[config.mk]
export PLATFORM = sky130hd
export DESIGN_NAME = fetch_ctrl
export DESIGN_NICKNAME = d
export VERILOG_FILES = /design/src/rtl/fetch_ctrl.sv
export SDC_FILE = /design/constraint.sdc
export NUM_CORES = 1
export LEC_CHECK = 0
export ABC_CLOCK_PERIOD_IN_PS = 3000
export CELL_PAD_IN_SITES_DETAIL_PLACEMENT = 1
export CELL_PAD_IN_SITES_GLOBAL_PLACEMENT = 2
export CORE_MARGIN = 2
export CORE_UTILIZATION = 36
export CTS_BUF_LIST = sky130_fd_sc_hd__clkbuf_16
export DETAILED_ROUTE_END_ITERATION = 12
export DONT_BUFFER_PORTS = 1
export PLACE_DENSITY = 0.9
export SYNTH_ARGS = -nofsm -noshare
export SYNTH_HDL_FRONTEND = slang
export SYNTH_SLANG_ARGS = --single-unit
[constraint.sdc]
create_clock -name clk -period 3 [get_ports clk]
set_input_delay 0.6 -clock clk [delete_from_list [all_inputs] [get_ports clk]]
set_output_delay 0.6 -clock clk [all_outputs]
set_load 0.05 [all_outputs]
[src/rtl/fetch_ctrl.sv]
// Fetch controller: sequences the fetch PC against a handshaked instruction memory,
// with a single-entry output slot, branch redirects and a memory-timeout trap.
// Optional misaligned-redirect trap enabled by defining FETCH_CTRL_MISALIGN_TRAP_EN.
module fetch_ctrl #(
    parameter int              XLEN     = 32,
    parameter logic [XLEN-1:0] RESET_PC = '0,
    parameter int              TIMEOUT  = 15
) (
    input  logic            clk,
    input  logic            rst,
    input  logic            redirect_valid,
    input  logic [XLEN-1:0] redirect_base,
    input  logic [XLEN-1:0] redirect_imm,
    input  logic            stall,
    output logic            imem_req,
    output logic [XLEN-1:0] imem_addr,
    input  logic            imem_ack,
    input  logic [31:0]     imem_rdata,
    output logic            instr_valid,
    output logic [31:0]     instr,
    output logic [XLEN-1:0] instr_pc,
    output logic [XLEN-1:0] pc,
    output logic            timeout_err,
    output logic            misalign_err
);

    localparam int            CW      = $clog2(TIMEOUT + 1);
    localparam logic [CW-1:0] CNT_MAX = CW'(TIMEOUT);

    typedef enum logic [1:0] {IDLE, FETCH, ERR} state_t;

    state_t          state_q, state_d;
    logic [XLEN-1:0] pc_q, pc_d;
    logic [XLEN-1:0] instr_pc_q, instr_pc_d;
    logic [31:0]     instr_q, instr_d;
    logic            valid_q, valid_d;
    logic [CW-1:0]   cnt_q, cnt_d;
    logic            terr_q, terr_d;
    logic [XLEN-1:0] target;
    logic            ack_fire;
    logic            consume;

`ifdef FETCH_CTRL_MISALIGN_TRAP_EN
    logic            merr_q, merr_d;
`endif

    // Request is withheld while the slot is blocked or a redirect is squashing this cycle.
    assign imem_req  = (state_q == FETCH) && !(valid_q && stall) && !redirect_valid;
    assign imem_addr = pc_q;
    assign target    = redirect_base + redirect_imm;
    assign ack_fire  = imem_req && imem_ack;
    assign consume   = valid_q && !stall;

    always_comb begin
        state_d    = state_q;
        pc_d       = pc_q;
        instr_d    = instr_q;
        instr_pc_d = instr_pc_q;
        valid_d    = valid_q;
        cnt_d      = cnt_q;
        terr_d     = terr_q;
`ifdef FETCH_CTRL_MISALIGN_TRAP_EN
        merr_d     = merr_q;
`endif
        if (state_q != ERR && redirect_valid) begin
            valid_d = 1'b0;
            cnt_d   = '0;
`ifdef FETCH_CTRL_MISALIGN_TRAP_EN
            if (target[1:0] != 2'b00) begin
                merr_d  = 1'b1;
                state_d = ERR;
            end else begin
                pc_d    = target;
                state_d = FETCH;
            end
`else
            pc_d    = target & ~XLEN'(3);
            state_d = FETCH;
`endif
        end else begin
            case (state_q)
                IDLE: state_d = FETCH;
                FETCH: begin
                    if (cnt_q == CNT_MAX) begin
                        state_d = ERR;
                        terr_d  = 1'b1;
                        valid_d = 1'b0;
                    end else if (ack_fire) begin
                        instr_d    = imem_rdata;
                        instr_pc_d = pc_q;
                        valid_d    = 1'b1;
                        pc_d       = pc_q + XLEN'(4);
                        cnt_d      = '0;
                    end else begin
                        if (consume) valid_d = 1'b0;
                        // Only consecutive unacknowledged request cycles count toward timeout.
                        cnt_d = imem_req ? cnt_q + CW'(1) : '0;
                    end
                end
                default: valid_d = 1'b0;
            endcase
        end
    end

    always_ff @(posedge clk or negedge rst) begin
        if (!rst) begin
            state_q    <= IDLE;
            pc_q       <= RESET_PC;
            instr_q    <= '0;
            instr_pc_q <= '0;
            valid_q    <= 1'b0;
            cnt_q      <= '0;
            terr_q     <= 1'b0;
        end else begin
            state_q    <= state_d;
            pc_q       <= pc_d;
            instr_q    <= instr_d;
            instr_pc_q <= instr_pc_d;
            valid_q    <= valid_d;
            cnt_q      <= cnt_d;
            terr_q     <= terr_d;
        end
    end

`ifdef FETCH_CTRL_MISALIGN_TRAP_EN
    always_ff @(posedge clk or negedge rst) begin
        if (!rst) merr_q <= 1'b0;
        else      merr_q <= merr_d;
    end
    assign misalign_err = merr_q;
`else
    assign misalign_err = 1'b0;
`endif

    assign pc          = pc_q;
    assign instr       = instr_q;
    assign instr_pc    = instr_pc_q;
    assign instr_valid = valid_q;
    assign timeout_err = terr_q;

endmodule

==> results.json <==
{
  "num_io_pins": 233,
  "grt-ovfl-total": 0,
  "dieArea_sq_mm": 0.0189,
  "cts_tree": "built",
  "yosysWarnings": 0,
  "clkTransAtPathRegs_ns": 0.07,
  "period_needed_ns": 2.42,
  "gp_congestion": 0.850,
  "setup_viol": 0,
  "start_util": 0.370,
  "grt_setup_unrepaired": "false",
  "hold_class": "input pin to async pin",
  "drive_above_1_share": 0.0990,
  "cts_made_buffers": 9,
  "avgSynthCellArea_sq_um": 8.08,
  "routedWlPerCell_um": 19.4,
  "hold_viol_final": 0,
  "critPathMaxFanout": 5,
  "cts_max_level": 3,
  "rr_startpoint": "instr_valid",
  "cts-root-buf": "clkbuf_16",
  "syn_to_final_growth_pct": 8.58,
  "crit_start": "redirect_base[4]",
  "yosys.area_share.simple": 0.248,
  "io_buffer_count": 0,
  "fmax_ghz": 0.413,
  "status": "finished clean",
  "wl_um": 19700,
  "muxShareOfSynthArea": 0.00643,
  "vias": 5617,
  "cpMaxStageDelayCell": "ha_1",
  "place_ws_ns": 0.255,
  "fin_skew_ns": 0.0115,
  "dieHeight_um": 138,
  "max_slew_margin": 0.328,
  "clk_latency_ns": 0.34,
  "grt_pass1_vias": 5543,
  "grt_max_degree": 101,
  "placed_cell_area_sq_mm": 0.00662,
  "async_flop_share": 1.00,
  "synth_edf_count": 0,
  "ant_nets": 0,
  "synth_fa_ha_area_frac": 0.0624,
  "grt_pass1_wl_um": 29700,
  "postSynthCellCount": 794,
  "fin_crit_sh": 0.808,
  "core_area_sq_mm": 0.0174,
  "antenna_found_initial": 1,
  "dp_hpwl_um": 15000,
  "ys_ff_latch": 100,
  "drt_iter0_drc": 254,
  "syn_area_sq_mm": 0.00642,
  "synth_xor_area_frac": 0.0382,
  "cp.arrival_ns": 2.64,
  "fin_ws_ns": 0.577,
  "max-clock-path-buffers": 2,
  "cellPowerDensity_mw_per_mm2": 813,
  "worst_pin_slew_ns": 1.01,
  "synth_compound_area_frac": 0.182,
  "drv_slew": 0,
  "ys_seq_area_frac": 0.390,
  "yosysUniqueCellTypes": 66,
  "maxCapViolations": 0,
  "critPathLaunchType": "input pin",
  "crit_type": "input pin to flop",
  "rows": 48,
  "whs_ns": 0.187,
  "nNetsFinal": 916,
  "finalSetupTns_ns": 0,
  "ys.flop_type": "dfrtp_1",
  "final_area_sq_mm": 0.00697,
  "max_stage_delay_ns": 0.35,
  "cp-end-kind": "flop",
  "viasPerCell": 5.54,
  "crit_chain": "ha_1 -> a211oi_2 -> o21ai_1 -> o221a_2 -> nand4_1 -> nand3_2 -> a21oi_1 -> xor2_1 -> a211oi_1",
  "cts.sinks": 100,
  "drt_pre_antenna_iters": 4,
  "synth_top_family_by_area": "simple AND/OR/NAND/NOR gates",
  "ir_worst_vdd_uv": 332,
  "drc": 0,
  "track_usage": 0.202,
  "fp.dieW_um": 138,
  "postLayoutCoreUtil": 0.401,
  "critPathRequiredTime_ns": 3.22,
  "power.leakage_nw": 3.21,
  "ctsResizeCount": 0
}
[area by class of cell]
| class | instances | area, sq um |
|---|---|---|
| diodes | 1 | 2.50 |
| clock buffers | 9 | 225 |
| clock inverters | 7 | 91.3 |
| fillers | 2096 | 10400 |
| inverters | 8 | 30.0 |
| multi-input cells | 620 | 3480 |
| flip-flops and latches | 100 | 2500 |
| well taps | 225 | 282 |
| repair buffers | 44 | 350 |
[layout by cell type (no fill, tap or decap), drive strengths merged, types with 3 or more instances in the layout]
master / Yosys / final
xnor2: 14 / 14
nand2: 238 / 238
o21a: 10 / 10
or3: 3 / 3
nor4: 6 / 6
o211ai: 4 / 4
mux2i: 3 / 3
and4: 3 / 3
o311ai: 4 / 4
nor2b: 4 / 4
and2: 4 / 4
a31oi: 9 / 9
nor3: 14 / 14
o22ai: 3 / 3
conb: 1 / 7
o221ai: 6 / 6
a211oi: 5 / 5
a21oi: 53 / 53
inv: 8 / 8
nor2: 37 / 37
clkinv: 0 / 5
nand3: 19 / 19
nand4: 20 / 20
xor2: 14 / 14
a21o: 6 / 6
buf: 45 / 44
and3: 10 / 10
dfrtp: 100 / 100
clkbuf: 27 / 9
o21ai: 63 / 63
ha: 32 / 32
[state kept, by name (all words and copies together), names as in the netlist]
| register | count |
|---|---|
| instr_valid | 1 |
| instr_pc | 30 |
| instr | 32 |
| imem_addr | 30 |
| cnt_q | 4 |
| state_q | 2 |
| timeout_err | 1 |
[per-layer routing]
| metal | up-vias | wire length (um) | part of all wire | GRT usage |
|---|---|---|---|---|
| met2 | 202 | 8930 | 0.45 | 0.336 |
| met5 | - | 0 | 0 | 0 |
| li1 | 2712 | - | - | - |
| met1 | 2689 | 8780 | 0.45 | 0.259 |
| met3 | 14 | 1690 | 0.086 | 0.0533 |
| met4 | 0 | 269 | 0.014 | 0.0533 |
[stage by stage]
stage                     instances  power [W]
after floorplan                 800    0.00403
after global placement          996    0.00439
after detailed placement        996    0.00443
after CTS                      1013    0.00572
after global routing           1013    0.00596
final                          1014    0.00566
[logic make-up (layout without fill, tap and decap cells)]
logic type | Yosys count | count (layout)
buffers and inverters | 80 | 68
adders and majority gates | 32 | 32
DFF | 100 | 100
AOI/OAI and AO/OA | 186 | 186
muxes | 4 | 4
other | 1 | 8
xor gates and xnor gates | 28 | 28
and+or+nand+nor | 363 | 363
[worst max-delay path, delay by kind of cell]
family / cells / cell delay, ns
xor gates and xnor gates: 1 / 0.31
adders and majority gates: 1 / 0.35
AOI/OAI and AO/OA: 5 / 1.06
and+or+nand+nor: 2 / 0.32
[cells in the mapped netlist, types with 14 or more instances]
master | instances | share of area
buf_4 | 38 | 0.044
ha_1 | 32 | 0.062
xor2_1 | 14 | 0.019
clkbuf_1 | 26 | 0.015
nand4_1 | 20 | 0.019
a21oi_1 | 52 | 0.041
xnor2_1 | 14 | 0.019
dfrtp_1 | 100 | 0.39
o21ai_0 | 56 | 0.044
nand2_1 | 238 | 0.14
nor2_1 | 36 | 0.021
nand3_1 | 16 | 0.012
[power breakdown]
group          switching, W  total [W]  internal, W
combinational       0.00151    0.00198     0.000479
clock              0.000511    0.00124     0.000729
sequential         0.000836    0.00244      0.00160
total               0.00285    0.00566      0.00281
[final timing paths]
| check | end | cells past startpoint | slack [ns] |
|---|---|---|---|
| min | imem_addr[3] | 1 | 0.19 |
| min in group clk | instr_valid | 1 | 0.32 |
| max reg2reg | imem_addr[14] | 7 | 0.61 |
| max in group asynchronous | instr[13] | 1 | 2.40 |
| max | imem_addr[23] | 9 | 0.58 |
| min reg2reg | cnt_q[2] | 1 | 0.53 |
[repair_timing]
item,in CTS,in global routing
hold buffers,1,0
buffers inserted,0,0
endpoints found under the hold margin,100,0
Power figures use the tool's default switching activity.
